===== config.mk =====
export PLATFORM = sky130hd
export DESIGN_NAME = mc_control
export DESIGN_NICKNAME = d
export VERILOG_FILES = /design/src/rtl/mc_control_pkg.sv /design/src/rtl/mc_decode.sv /design/src/rtl/mc_control.sv
export SDC_FILE = /design/constraint.sdc
export NUM_CORES = 1
export LEC_CHECK = 0
export ABC_AREA = 1
export BUFFER_PORTS_ARGS = -buffer_cell sky130_fd_sc_hd__clkbuf_2
export CORE_ASPECT_RATIO = 0.7
export CORE_UTILIZATION = 46
export CTS_BUF_LIST = sky130_fd_sc_hd__clkbuf_4 sky130_fd_sc_hd__clkbuf_8
export DETAILED_ROUTE_END_ITERATION = 8
export HOLD_SLACK_MARGIN = 0.06
export PLACE_DENSITY = 0.73
export SYNTH_ARGS = -nofsm -noshare
export SYNTH_HDL_FRONTEND = slang
export SYNTH_SLANG_ARGS = --single-unit

===== constraint.sdc =====
create_clock -name clk -period 2.6 [get_ports clk]
set_input_delay 0.39 -clock clk [delete_from_list [all_inputs] [get_ports clk]]
set_output_delay 0.39 -clock clk [all_outputs]
set_load 0.02 [all_outputs]

===== src/rtl/mc_control_pkg.sv =====
// rtl/mc_control_pkg.sv - state encodings, instruction codes and control-field codes for mc_control
package mc_defs;

    typedef enum logic [2:0] {
        S_FETCH  = 3'd0,
        S_DECODE = 3'd1,
        S_EXE    = 3'd2,
        S_MEM    = 3'd3,
        S_WB     = 3'd4
    } state_t;

    localparam logic [5:0] OP_RTYPE = 6'b000000;
    localparam logic [5:0] FN_ADDU  = 6'b100001;
    localparam logic [5:0] FN_SUBU  = 6'b100011;
    localparam logic [5:0] FN_JR    = 6'b001000;
    localparam logic [5:0] OP_ORI   = 6'b001101;
    localparam logic [5:0] OP_LW    = 6'b100011;
    localparam logic [5:0] OP_SW    = 6'b101011;
    localparam logic [5:0] OP_BEQ   = 6'b000100;
    localparam logic [5:0] OP_LUI   = 6'b001111;
    localparam logic [5:0] OP_J     = 6'b000010;
    localparam logic [5:0] OP_JAL   = 6'b000011;

    localparam logic [1:0] PC_PLUS4  = 2'b00;
    localparam logic [1:0] PC_JUMP   = 2'b01;
    localparam logic [1:0] PC_BRANCH = 2'b10;
    localparam logic [1:0] PC_REG    = 2'b11;

    localparam logic [1:0] RD_RT = 2'b00;
    localparam logic [1:0] RD_RA = 2'b01;
    localparam logic [1:0] RD_RD = 2'b10;

    localparam logic [1:0] WD_ALU = 2'b00;
    localparam logic [1:0] WD_MEM = 2'b01;
    localparam logic [1:0] WD_PC  = 2'b10;
    localparam logic [1:0] WD_LUI = 2'b11;

    localparam logic [1:0] B_RT   = 2'b00;
    localparam logic [1:0] B_SIMM = 2'b01;
    localparam logic [1:0] B_ZIMM = 2'b10;

    localparam logic [2:0] ALU_ADD = 3'b000;
    localparam logic [2:0] ALU_SUB = 3'b001;
    localparam logic [2:0] ALU_OR  = 3'b010;

    // One-hot instruction class; nop covers every unrecognised op/fuc pair.
    typedef struct packed {
        logic addu;
        logic subu;
        logic ori;
        logic lw;
        logic sw;
        logic beq;
        logic lui;
        logic j;
        logic jal;
        logic jr;
        logic nop;
    } iclass_t;

endpackage


===== src/rtl/mc_decode.sv =====
// rtl/mc_decode.sv - combinational op/fuc to one-hot instruction class
module mc_decode
    import mc_defs::*;
(
    input  logic [5:0] op_i,
    input  logic [5:0] fuc_i,
    output iclass_t    cls_o
);

    always_comb begin
        cls_o = '0;
        case (op_i)
            OP_RTYPE: begin
                case (fuc_i)
                    FN_ADDU: cls_o.addu = 1'b1;
                    FN_SUBU: cls_o.subu = 1'b1;
                    FN_JR:   cls_o.jr   = 1'b1;
                    default: cls_o.nop  = 1'b1;
                endcase
            end
            OP_ORI:  cls_o.ori = 1'b1;
            OP_LW:   cls_o.lw  = 1'b1;
            OP_SW:   cls_o.sw  = 1'b1;
            OP_BEQ:  cls_o.beq = 1'b1;
            OP_LUI:  cls_o.lui = 1'b1;
            OP_J:    cls_o.j   = 1'b1;
            OP_JAL:  cls_o.jal = 1'b1;
            default: cls_o.nop = 1'b1;
        endcase
    end

endmodule


===== src/rtl/mc_control.sv =====
// rtl/mc_control.sv - multi-cycle MIPS control FSM with memory handshake, timeout and retire counter
module mc_control
    import mc_defs::*;
#(
    parameter int MEM_TIMEOUT = 16,
    parameter int CNT_W       = 32
) (
    input  logic             clk,
    input  logic             reset,
    input  logic [5:0]       op,
    input  logic [5:0]       fuc,
    input  logic             zero,
    input  logic             mem_ack,
    output logic             IRWrite,
    output logic             PCWrite,
    output logic [1:0]       PCctrl,
    output logic             RegWrite,
    output logic [1:0]       Regdst,
    output logic [1:0]       WDctrl,
    output logic [1:0]       ALUctrl,
    output logic [2:0]       ALUOp,
    output logic             mem_req,
    output logic             MemWrite,
    output logic             instr_done,
    output logic             mem_err,
    output logic [CNT_W-1:0] retired,
    output logic [2:0]       state
);

    localparam logic [7:0] WAIT_LAST = 8'(MEM_TIMEOUT - 1);

    state_t     state_q, state_d;
    logic [7:0] wait_q, wait_d;
    logic       err_q;
    logic [CNT_W-1:0] retired_q;
    logic       err_set;
    iclass_t    cls;
    logic [2:0] alu_op;
    logic [1:0] alu_b;

    mc_decode u_decode (
        .op_i  (op),
        .fuc_i (fuc),
        .cls_o (cls)
    );

    always_comb begin
        alu_op = ALU_ADD;
        alu_b  = B_RT;
        if (cls.subu || cls.beq) begin
            alu_op = ALU_SUB;
        end else if (cls.ori) begin
            alu_op = ALU_OR;
            alu_b  = B_ZIMM;
        end else if (cls.lw || cls.sw) begin
            alu_b  = B_SIMM;
        end
    end

    always_comb begin
        state_d    = state_q;
        wait_d     = wait_q;
        err_set    = 1'b0;
        IRWrite    = 1'b0;
        PCWrite    = 1'b0;
        PCctrl     = PC_PLUS4;
        RegWrite   = 1'b0;
        Regdst     = RD_RT;
        WDctrl     = WD_ALU;
        ALUctrl    = B_RT;
        ALUOp      = ALU_ADD;
        mem_req    = 1'b0;
        MemWrite   = 1'b0;
        instr_done = 1'b0;

        case (state_q)
            S_FETCH: begin
                IRWrite = 1'b1;
                PCWrite = 1'b1;
                PCctrl  = PC_PLUS4;
                state_d = S_DECODE;
            end
            S_DECODE: begin
                if (cls.j || cls.jal) begin
                    PCWrite    = 1'b1;
                    PCctrl     = PC_JUMP;
                    instr_done = 1'b1;
                    state_d    = S_FETCH;
                    if (cls.jal) begin
                        RegWrite = 1'b1;
                        Regdst   = RD_RA;
                        WDctrl   = WD_PC;
                    end
                end else if (cls.jr) begin
                    PCWrite    = 1'b1;
                    PCctrl     = PC_REG;
                    instr_done = 1'b1;
                    state_d    = S_FETCH;
                end else if (cls.nop) begin
                    instr_done = 1'b1;
                    state_d    = S_FETCH;
                end else begin
                    state_d = S_EXE;
                end
            end
            S_EXE: begin
                ALUOp   = alu_op;
                ALUctrl = alu_b;
                if (cls.beq) begin
                    PCWrite    = zero;
                    PCctrl     = PC_BRANCH;
                    instr_done = 1'b1;
                    state_d    = S_FETCH;
                end else if (cls.lw || cls.sw) begin
                    wait_d  = 8'd0;
                    state_d = S_MEM;
                end else begin
                    state_d = S_WB;
                end
            end
            S_MEM: begin
                ALUOp    = alu_op;
                ALUctrl  = alu_b;
                mem_req  = 1'b1;
                MemWrite = cls.sw;
                wait_d   = wait_q + 8'd1;
                // An ack in the last permitted cycle still completes the access.
                if (mem_ack) begin
                    if (cls.sw) begin
                        instr_done = 1'b1;
                        state_d    = S_FETCH;
                    end else begin
                        state_d = S_WB;
                    end
                end else if (wait_q == WAIT_LAST) begin
                    err_set = 1'b1;
                    state_d = S_FETCH;
                end
            end
            S_WB: begin
                RegWrite   = 1'b1;
                instr_done = 1'b1;
                state_d    = S_FETCH;
                if (cls.addu || cls.subu) begin
                    Regdst = RD_RD;
                    WDctrl = WD_ALU;
                end else if (cls.lui) begin
                    WDctrl = WD_LUI;
                end else if (cls.lw) begin
                    WDctrl = WD_MEM;
                end
            end
            default: state_d = S_FETCH;
        endcase

        // Reset must silence every side effect in the very cycle it is seen.
        if (reset) begin
            IRWrite    = 1'b0;
            PCWrite    = 1'b0;
            RegWrite   = 1'b0;
            mem_req    = 1'b0;
            MemWrite   = 1'b0;
            instr_done = 1'b0;
        end
    end

    always_ff @(posedge clk) begin
        if (reset) begin
            state_q   <= S_FETCH;
            wait_q    <= 8'd0;
            err_q     <= 1'b0;
            retired_q <= '0;
        end else begin
            state_q <= state_d;
            wait_q  <= wait_d;
            if (err_set) begin
                err_q <= 1'b1;
            end
            if (instr_done) begin
                retired_q <= retired_q + CNT_W'(1);
            end
        end
    end

    assign mem_err = err_q;
    assign retired = retired_q;
    assign state   = state_q;

endmodule


; Yosys cells after proc, flatten, opt, wreduce, memory -nomap -nowiden
; Cells that the tools add are included.
; W data, S select, Z words.
[op_classes]
n_reduce_logical = 11
shifts = 0
order_cmp = 0
eq_ne = 18
mux = 73
div = 0
bitwise_logic = 0
n_addsub = 2
multipliers = 0
[op_table]
columns = op, n
row1 = $mux W1, 39
row2 = $mux W2, 17
row3 = $add A32 B1 Y32 const B, 1
row4 = $eq A6 B6 Y1 const B, 4
row5 = $eq A6 B4 Y1 const B, 3
row6 = $mux W3, 6
row7 = $mux W8, 2
row8 = $pmux W8 S2, 1
row9 = $eq A6 B2 Y1 const B, 2
row10 = $pmux W2 S2, 3
row11 = $pmux W3 S4, 1
row12 = $add A8 B1 Y8 const B, 1
row13 = $eq A8 B4 Y1 const B, 1
row14 = $reduce_or A7 Y1, 1
row15 = $eq A3 B2 Y1 const B, 2
row16 = $eq A6 B3 Y1 const B, 1
row17 = $logic_not A6 Y1, 1
row18 = $logic_or A1 B1 Y1, 4
row19 = $ne A2 B2 Y1 const B, 2
row20 = $pmux W1 S2, 2
row21 = $pmux W1 S4, 1
row22 = $eq A3 B1 Y1 const B, 1
row23 = $eq A3 B3 Y1 const B, 1
row24 = $logic_not A3 Y1, 1
row25 = other kinds (6), 6
[word_totals]
latchBits = 0
mem_bits_rw = 0
mem_count = 0
elab_cells = 108
mem_bits_ro = 0
register_bits = 44
out_inout_bits = 53
inputBits = 16

; Longest topological paths before layout
; Gate-level depths: netlist of run 1.
[depth]
ltp_word = 9
depth_mapped = 12
ltp_nobuf = 12

; By module
; A second synthesis of run 1 with hierarchy kept.
[hier_totals]
hier_cells = 485
area_unflattened_um2 = 2800.2
[modules_own_cells]
columns = module, seq_area_each_um2, area_per_inst_um2, instances, cells_per_inst
row1 = mc_control, 880.8, 2571.2, 1, 434
row2 = mc_decode, 0.0, 229.0, 1, 51

; Worst setup path after synthesis of run 1
; Ideal clock, no wire load.
[synth_timing]
path_kind = flip-flop to output port
startpoint = register state_q[0] (netlist: state[0])
endpoint = output port RegWrite
slack_ns = 0.242
stages_incl_launch_ff = 7
path_buffers = 0
t_required_ns = 2.210
arrival_time_ns = 1.968
path_cell_list = dfxtp_1 > inv_1 > nor3_1 > inv_1 > nor3_1 > inv_1 > a21oi_1
[synth_between]
elab_chain_cells = 3
word_cells_on_any_way = 4
cone_classes = 2 x eq/ne / 2 x mux
[synth_rtl]
columns = element, line
row1 = "start, declared", mc_control.sv:32  ; state_t state_q, state_d;
row2 = "start signal, assigned", mc_control.sv:174  ; state_q <= state_d;
row3 = $eq A3 B3 Y1 / $eq A3 B1 Y1 (equally long branches), mc_control.sv:76  ; case (state_q)
row4 = $pmux W1 S2 (*), mc_control.sv:76
row5 = $mux W1 (*), mc_control.sv:157  ; if (reset) begin
row6 = "end, declared", mc_control.sv:17  ; output logic RegWrite,
; Every way passes the cells marked *; elsewhere a longest branch is shown, timed or not.

; Worst setup path in the final report of run 1
[layout_timing]
startpoint = register state_q[2] (netlist: state[2])
endpoint = output port instr_done
[layout_between]
elab_chain_cells = 3
word_cells_on_any_way = 6
cone_classes = 4 x eq/ne / 2 x mux
[layout_rtl]
columns = element, line
row1 = "$eq A3 B3 Y1, or another cell as far along", mc_control.sv:76
row2 = $pmux W1 S4 (*), mc_control.sv:76
row3 = $mux W1 (*), mc_control.sv:157
row4 = "end, declared", mc_control.sv:24  ; output logic instr_done,
; Marked as above.

==> flow_summary_export.csv, run 1 <==
group,metric,value,unit
run_status,outcome,"finished with violations",
run_status,violations,"design-rule violations",
worst_setup_path,r2r_slack,0.69,ns
placement,dpl.hpwl,6340,µm
timing,whs,0.432,ns
timing,fin_skew,0.0154,ns
route,dr.pass1.iters,9,
floorplanning,start_util,47.7,%
route,vias,3305,
final_layout,stdcell_area,0.00348,mm²
route,drc,3,
synthesis,synth_top_family_by_area,"simple AND/OR/NAND/NOR gates",
floorplanning,core_area,0.00625,mm²
clocking,root_buffer,"clkbuf_8",
timing,finalMaxSlewViolations,0,
final_layout,area_growth,16.7,%
floorplanning,fp.dieH,69.3,µm
grt,antenna_found_initial,0,
synthesis,synth-xor-area-share,4.71,%
timing,fin_ws,0.508,ns
synthesis,syn_area,0.00298,mm²
power_and_ir_drop,finalPower,1.45,mW
worst_setup_path,critPathMaxFanout,5,
worst_setup_path,critPathRequiredTime,2.21,ns
synthesis,yosys.area.top_type,"dfxtp_1",
route,vias_per_cell,5.25,
clocking,cts_tree,"yes",
placement,placed_area,0.00335,mm²
floorplanning,die-area,0.00680,mm²
clocking,cts_resized,0,
synthesis,synth-seq-cells,44,
synthesis,synth-simple-area-share,48.4,%
clocking,ctsHoldBuffers,0,
floorplanning,die_w,98.2,µm
power_and_ir_drop,vdd_ir_drop_max,0.268,mV
synthesis,ys_seq_area_share,29.6,%
grt,grt_pass1_vias,2882,
synthesis,syn_inst,488,
clocking,clk_path_buf_depth,2,
synthesis,synth_edf_count,0,
synthesis,synthMuxAreaShare,0,%
clocking,post_cts_buffers,0,
synthesis,synth_compound_area_share,8.49,%
timing,fmax,0.478,GHz
grt,gr-total-overflow,0,
final_layout,final_nets,570,
synthesis,synth_area_leaders,"dfxtp_1 (30%), nand2_1 (20%), nor2_1 (10%), nand3_1 (6.7%), a21oi_1 (6.6%)",
synthesis,ys_warn_count,0,
timing,period_share,80.4,%
route,routedWlPerCell,13.4,µm
worst_setup_path,cp-start-kind,"register",
worst_setup_path,critPathKind,"reg2out",
clocking,clkTransAtPathRegs,0.08,ns
clocking,insertion_delay,0.31,ns
timing,finalSetupTns,0,ns
final_layout,drive_gt1_share,18.1,%
clocking,cts_buffers,5,
clocking,cts_max_level,2,
timing,rsz0062_at_grt,"false",
route,dr.first_iter.drc_count,315,
placement,io_buffers,67,
floorplanning,rows,24,
floorplanning,io_pins,69,
synthesis,synth_fa_ha_area_share,0.840,%
synthesis,syn_nets,506,
timing,finalSetupViolCount,0,
route,drt-total-wl,8460,µm
run,drv_cap,0,
placement,place_ws,0.627,ns
clocking,cts_sinks,44,
grt,grt_pass1_wl,13900,µm
worst_setup_path,cp.arrival,1.70,ns
power_and_ir_drop,cellPowerDensity,416,mW/mm²
worst_setup_path,cp-end-kind,"primary output",
synthesis,asyncSetResetFlopFracSynth,0,%
synthesis,ys_types,31,
grt,grt_max_degree,34,
synthesis,syn_avg_cell_area,6.10,µm²
grt,track_usage,25.8,%
route,final_antenna_net_count,0,
timing,period_needed,2.09,ns
placement,place.gp.congestion,0.963,
timing,hold_viol_final,0,
power_and_ir_drop,leakage,1.47,nW
final_layout,antenna_cells,0,
final_layout,fillers,645,
synthesis,ys_dominant_reg_cell,"dfxtp_1",
worst_hold_path,hp-class,"in2reg",
synthesis,synth_top_area_share,29.6,%
-- state kept, by name, indices dropped and copies added (netlist names) --
name / flops
mem_err: 1
retired: 32
state: 3
wait_q: 8
-- final timing paths --
path,from,end,cells past startpoint
worst max-delay path,state[2]$_SDFFE_PP0P_,instr_done,10
worst min-delay path,mem_ack,mem_err$_SDFFE_PP0P_,4
worst max register to register,retired[0]$_SDFFE_PP0P_,retired[16]$_SDFFE_PP0P_,8
worst min register to register,mem_err$_SDFFE_PP0P_,mem_err$_SDFFE_PP0P_,2
-- synthesized netlist by cell type (5+ instances only) --
master	count
a21oi_1	39
clkbuf_1	5
dfxtp_1	44
inv_1	31
nand2_1	160
nand3_1	40
nand3b_1	17
nand4_1	5
nor2_1	82
nor2_2	6
nor3_1	5
xor2_1	12
-- report_power, final --
group | switching, mW | internal [mW]
sequential | 0.00687 | 0.678
combinational | 0.101 | 0.0385
clock | 0.244 | 0.378
total | 0.352 | 1.09
-- layout by cell type, fill, tap and decap left out, drive strengths merged, types with 6 or more instances in the layout --
cell type	instances
nor2	90
nand2	165
buf	6
dfxtp	44
nand3	43
nand3b	17
inv	32
xor2	12
clkbuf	72
a21oi	39
-- through the flow --
step / instances / utilization [%]
floorplan: 488 / -
global placement: 623 / 53.6
detailed placement: 623 / 53.6
CTS: 630 / 55.6
global route: 630 / 55.6
finish: 630 / 55.6
-- final cells by class --
cell class | count | area, µm² | area share (%)
clock buffers | 5 | 68.8 | 1.98
clock inverters | 2 | 60.1 | 1.73
inverters | 33 | 124 | 3.56
multi-input cells | 395 | 1860 | 53.6
flip-flops and latches | 44 | 881 | 25.3
well taps | 78 | 97.6 | 2.81
repair buffers | 73 | 380 | 10.9
-- layer usage --
metal  up-vias  share of wire [%]  wire length, µm  GRT usage [%]
met3        14                8.2              697           4.84
met2       144                 40             3370           36.2
met5         -                  0                0              0
li1       1696                  -                -              -
met4         0                1.1               96           6.47
met1      1451                 51             4290           39.9
-- logic make-up after synthesis --
| kind of cell | after synthesis |
|---|---|
| other | 1 |
| AO/OA/AOI/OAI | 48 |
| XOR/XNOR | 16 |
| AND/OR/NAND/NOR | 328 |
| flip-flops | 44 |
| buffers and inverters | 49 |
| adder cells (fa/ha/maj) | 2 |
-- worst max-delay path, stage by stage, from the launching register on --
cell and delay, ns:
dfxtp_1 0.36, inv_2 0.08, nand2_2 0.09, nor2_1 0.25, nand2_1 0.10, nor2_2 0.12, nor2_2 0.05, nand2_4 0.07
nand2_4 0.04, inv_1 0.07, clkbuf_2 0.17
Note: power is estimated with default switching activity, not from simulation.
==> run 2, diff against run 1 <==
--- a/config.mk
+++ b/config.mk
@@ -5,14 +5,14 @@
 export SDC_FILE = /design/constraint.sdc
 export NUM_CORES = 1
 export LEC_CHECK = 0
-export ABC_AREA = 1
+export ABC_AREA = 0
 export BUFFER_PORTS_ARGS = -buffer_cell sky130_fd_sc_hd__clkbuf_2
 export CORE_ASPECT_RATIO = 0.7
 export CORE_UTILIZATION = 46
 export CTS_BUF_LIST = sky130_fd_sc_hd__clkbuf_4 sky130_fd_sc_hd__clkbuf_8
 export DETAILED_ROUTE_END_ITERATION = 8
 export HOLD_SLACK_MARGIN = 0.06
-export PLACE_DENSITY = 0.73
+export PLACE_DENSITY = 0.76
 export SYNTH_ARGS = -nofsm -noshare
 export SYNTH_HDL_FRONTEND = slang
 export SYNTH_SLANG_ARGS = --single-unit
==> constraint.sdc (replaced) <==
create_clock -name clk -period 1.7 [get_ports clk]
set_input_delay 0.255 -clock clk [delete_from_list [all_inputs] [get_ports clk]]
set_output_delay 0.255 -clock clk [all_outputs]
set_load 0.02 [all_outputs]
==> run 2 against run 1 <==
  * The flow finishes with violations (negative setup slack)
  * Non-clock buffer count up 113
  * Power up 68%
  * Synthesized area down 2.8%
  * Largest cell class unchanged
  * Largest power group unchanged
  * Flip-flop and latch count unchanged
  * First-iteration DRC count up 28%
  * Combinational power rose to 3.8 times the previous value
  * Global-route usage up 3.4 points
  * Setup slack worse by 1.1 ns
  * Die area down 2.7%
  * Via count up 15%
==> flow_summary_export.csv, run 2 <==
group,metric,value,unit
clocking,root_buffer,"clkbuf_8",
worst_setup_path,critPathKind,"in2out",
timing,fin_skew,0.0113,ns
timing,finalSetupViolCount,47,
route,drt-total-wl,13600,µm
final_layout,area_growth,79.4,%
grt,gr-total-overflow,0,
run,drv_cap,0,
route,final_antenna_net_count,0,
floorplanning,rows,23,
worst_setup_path,max_stage_delay,0.57,ns
synthesis,ys_warn_count,0,
synthesis,synth_edf_count,0,
power_and_ir_drop,cellPowerDensity,468,mW/mm²
synthesis,synth_top_area_share,30.4,%
clocking,clk_path_buf_depth,2,
grt,antenna_found_initial,0,
final_layout,instances_no_fill,599,
synthesis,ys_dominant_reg_cell,"dfxtp_1",
timing,finalMaxSlewViolations,0,
final_layout,largest_reg_flops,32,
clocking,ctsHoldBuffers,0,
timing,hold_viol_final,0,
timing,finalSetupTns,-18.45,ns
clocking,cts_buffers,5,
clocking,cts_sinks,44,
synthesis,ys_seq_area_share,30.4,%
route,routedWlPerCell,22.7,µm
synthesis,syn_area,0.00290,mm²
worst_setup_path,cp-end-kind,"primary output",
worst_setup_path,critPathMaxFanout,2,
floorplanning,die-area,0.00662,mm²
worst_setup_path,cp.arrival,2.02,ns
worst_setup_path,critPathRequiredTime,1.44,ns
run_status,violations,"negative setup slack",
route,vias_per_cell,6.33,
grt,grt_max_degree,33,
route,drc,0,
synthesis,synth-seq-cells,44,
timing,period_share,134,%
final_layout,drive_gt1_share,58.2,%
floorplanning,die_w,96.8,µm
power_and_ir_drop,leakage,2.15,nW
floorplanning,start_util,49.1,%
synthesis,synth_area_leaders,"dfxtp_1 (30%), mux2_2 (8.9%), nor2b_1 (6.5%), nor2_1 (5.7%), a21oi_1 (5.2%)",
grt,grt_pass1_vias,3199,
worst_setup_path,cp-start-kind,"input pin",
clocking,cts_max_level,2,
worst_setup_path,cp_cell_sequence,"buf_6 -> or4b_4 -> or3_4 -> or3_4 -> a21oi_2 -> clkbuf_8",
synthesis,yosys-top-cells-count,"dfxtp_1 (44), nor2_1 (44), a21oi_1 (30), nor2b_1 (30), nand3_1 (24)",
timing,fmax,0.440,GHz
worst_hold_path,hp-class,"in2reg",
final_layout,stdcell_area,0.00519,mm²
placement,dp.cells,561,
final_layout,layout_commonest_cell,"buf_4",
floorplanning,io_pins,69,
placement,io_buffers,67,
clocking,insertion_delay,0.32,ns
placement,place_ws,-0.636,ns
synthesis,syn_nets,373,
final_layout,antenna_cells,0,
floorplanning,core_area,0.00590,mm²
clocking,clkTransAtPathRegs,0.09,ns
route,vias,3793,
worst_setup_path,cp_slowest_cell,"or4b_4",
synthesis,yosys.area.top_type,"dfxtp_1",
timing,rsz0062_at_grt,"true",
worst_setup_path,crit_top_cell,"or3_4",
clocking,cts_tree,"yes",
floorplanning,fp.dieH,68.4,µm
placement,place.gp.congestion,0.906,
final_layout,final_cell_mix,"buf_4 (88), clkbuf_2 (47), nor2_1 (40)",
synthesis,syn_avg_cell_area,8.16,µm²
timing,period_needed,2.27,ns
grt,track_usage,29.1,%
timing,fin_ws,-0.574,ns
power_and_ir_drop,vdd_ir_drop_max,0.400,mV
synthesis,asyncSetResetFlopFracSynth,0,%
placement,placed_area,0.00411,mm²
final_layout,fin_util,88.1,%
route,dr.pass1.iters,5,
run_status,outcome,"finished with violations",
grt,grt_pass1_wl,15300,µm
synthesis,syn_inst,355,
placement,dpl.hpwl,6560,µm
final_layout,final_nets,541,
route,dr.first_iter.drc_count,404,
synthesis,ys_types,50,
-- run 2: cell types whose count changed in the layout (fill, tap and decap cells not counted), sizes merged, moves of 16 or more --
cell	delta
buf	+126
inv	-24
mux2	+29
nand2	-143
nand3	-19
nand3b	-16
nor2	-46
nor2b	+30
-- run 2: per-layer routing --
metal | up-vias | GRT usage [%] | share of wire [%]
met3 | 66 | 5.01 | 8.7
met5 | - | 0 | 0
met1 | 1814 | 36.6 | 39
met2 | 291 | 50.7 | 48
li1 | 1622 | - | -
met4 | 0 | 11.9 | 4.2
-- run 2: timing repair --
item / in CTS / in global routing
setup buffers: 13 / 14
cloned: 0 / 3
pin swaps: 21 / 31
setup endpoints to repair: 48 / 48
gates resized for setup: 60 / 105
-- run 2: final cells by class --
| class | count | area (µm²) |
|---|---|---|
| Clock buffer | 5 | 68.8 |
| Clock inverter | 3 | 42.5 |
| Fill cell | 229 | 704 |
| Inverter | 8 | 32.5 |
| Multi-Input combinational cell | 278 | 2480 |
| Sequential cell | 44 | 892 |
| Tap cell | 75 | 93.8 |
| Timing Repair Buffer | 186 | 1580 |
-- run 2: stage by stage --
stage	hold slack [ns]	total power, mW
4_1_cts	0.422	2.24
3_3_place_gp	0.459	1.37
2_1_floorplan	0.471	1.26
6_report	0.476	2.43
3_5_place_dp	0.470	1.38
5_1_grt	0.497	2.49
-- run 2: critical path: cells and delay by family --
kind                   cells  cell delay [ns]
AOI/OAI and AO/OA          1             0.15
buffers and inverters      2             0.25
and+or+nand+nor            3             1.37
-- run 2: final timing paths --
check,depth (start not counted),from,to,slack (ns)
setup / recovery,6,fuc[5],PCctrl[1],-0.57
hold / removal,5,mem_ack,mem_err$_SDFFE_PP0P_,0.48
setup reg to reg,6,state[2]$_SDFFE_PP0P_,retired[27]$_SDFFE_PP0P_,-0.51
hold reg to reg,2,mem_err$_SDFFE_PP0P_,mem_err$_SDFFE_PP0P_,0.52
-- run 2: logic make-up (layout without fill, tap and decap cells) --
| family | Yosys count | count (layout) | share of synthesized area, % |
|---|---|---|---|
| other | 1 | 1 | 0.130 |
| buffers and inverters | 33 | 202 | 6.05 |
| and+or+nand+nor | 182 | 182 | 34.3 |
| xor gates and xnor gates | 5 | 5 | 1.51 |
| muxes | 32 | 32 | 12.3 |
| AOI/OAI and AO/OA | 56 | 56 | 14.4 |
| adders and majority gates | 2 | 2 | 0.864 |
| DFF | 44 | 44 | 30.4 |
-- run 2: power by group --
group / internal (mW) / total [mW] / leakage [nW] / switching (mW)
clock network: 0.437 / 0.867 / 0.0558 / 0.430
logic: 0.238 / 0.525 / 1.74 / 0.287
registers: 1.03 / 1.04 / 0.358 / 0.00686
total: 1.71 / 2.43 / 2.15 / 0.724
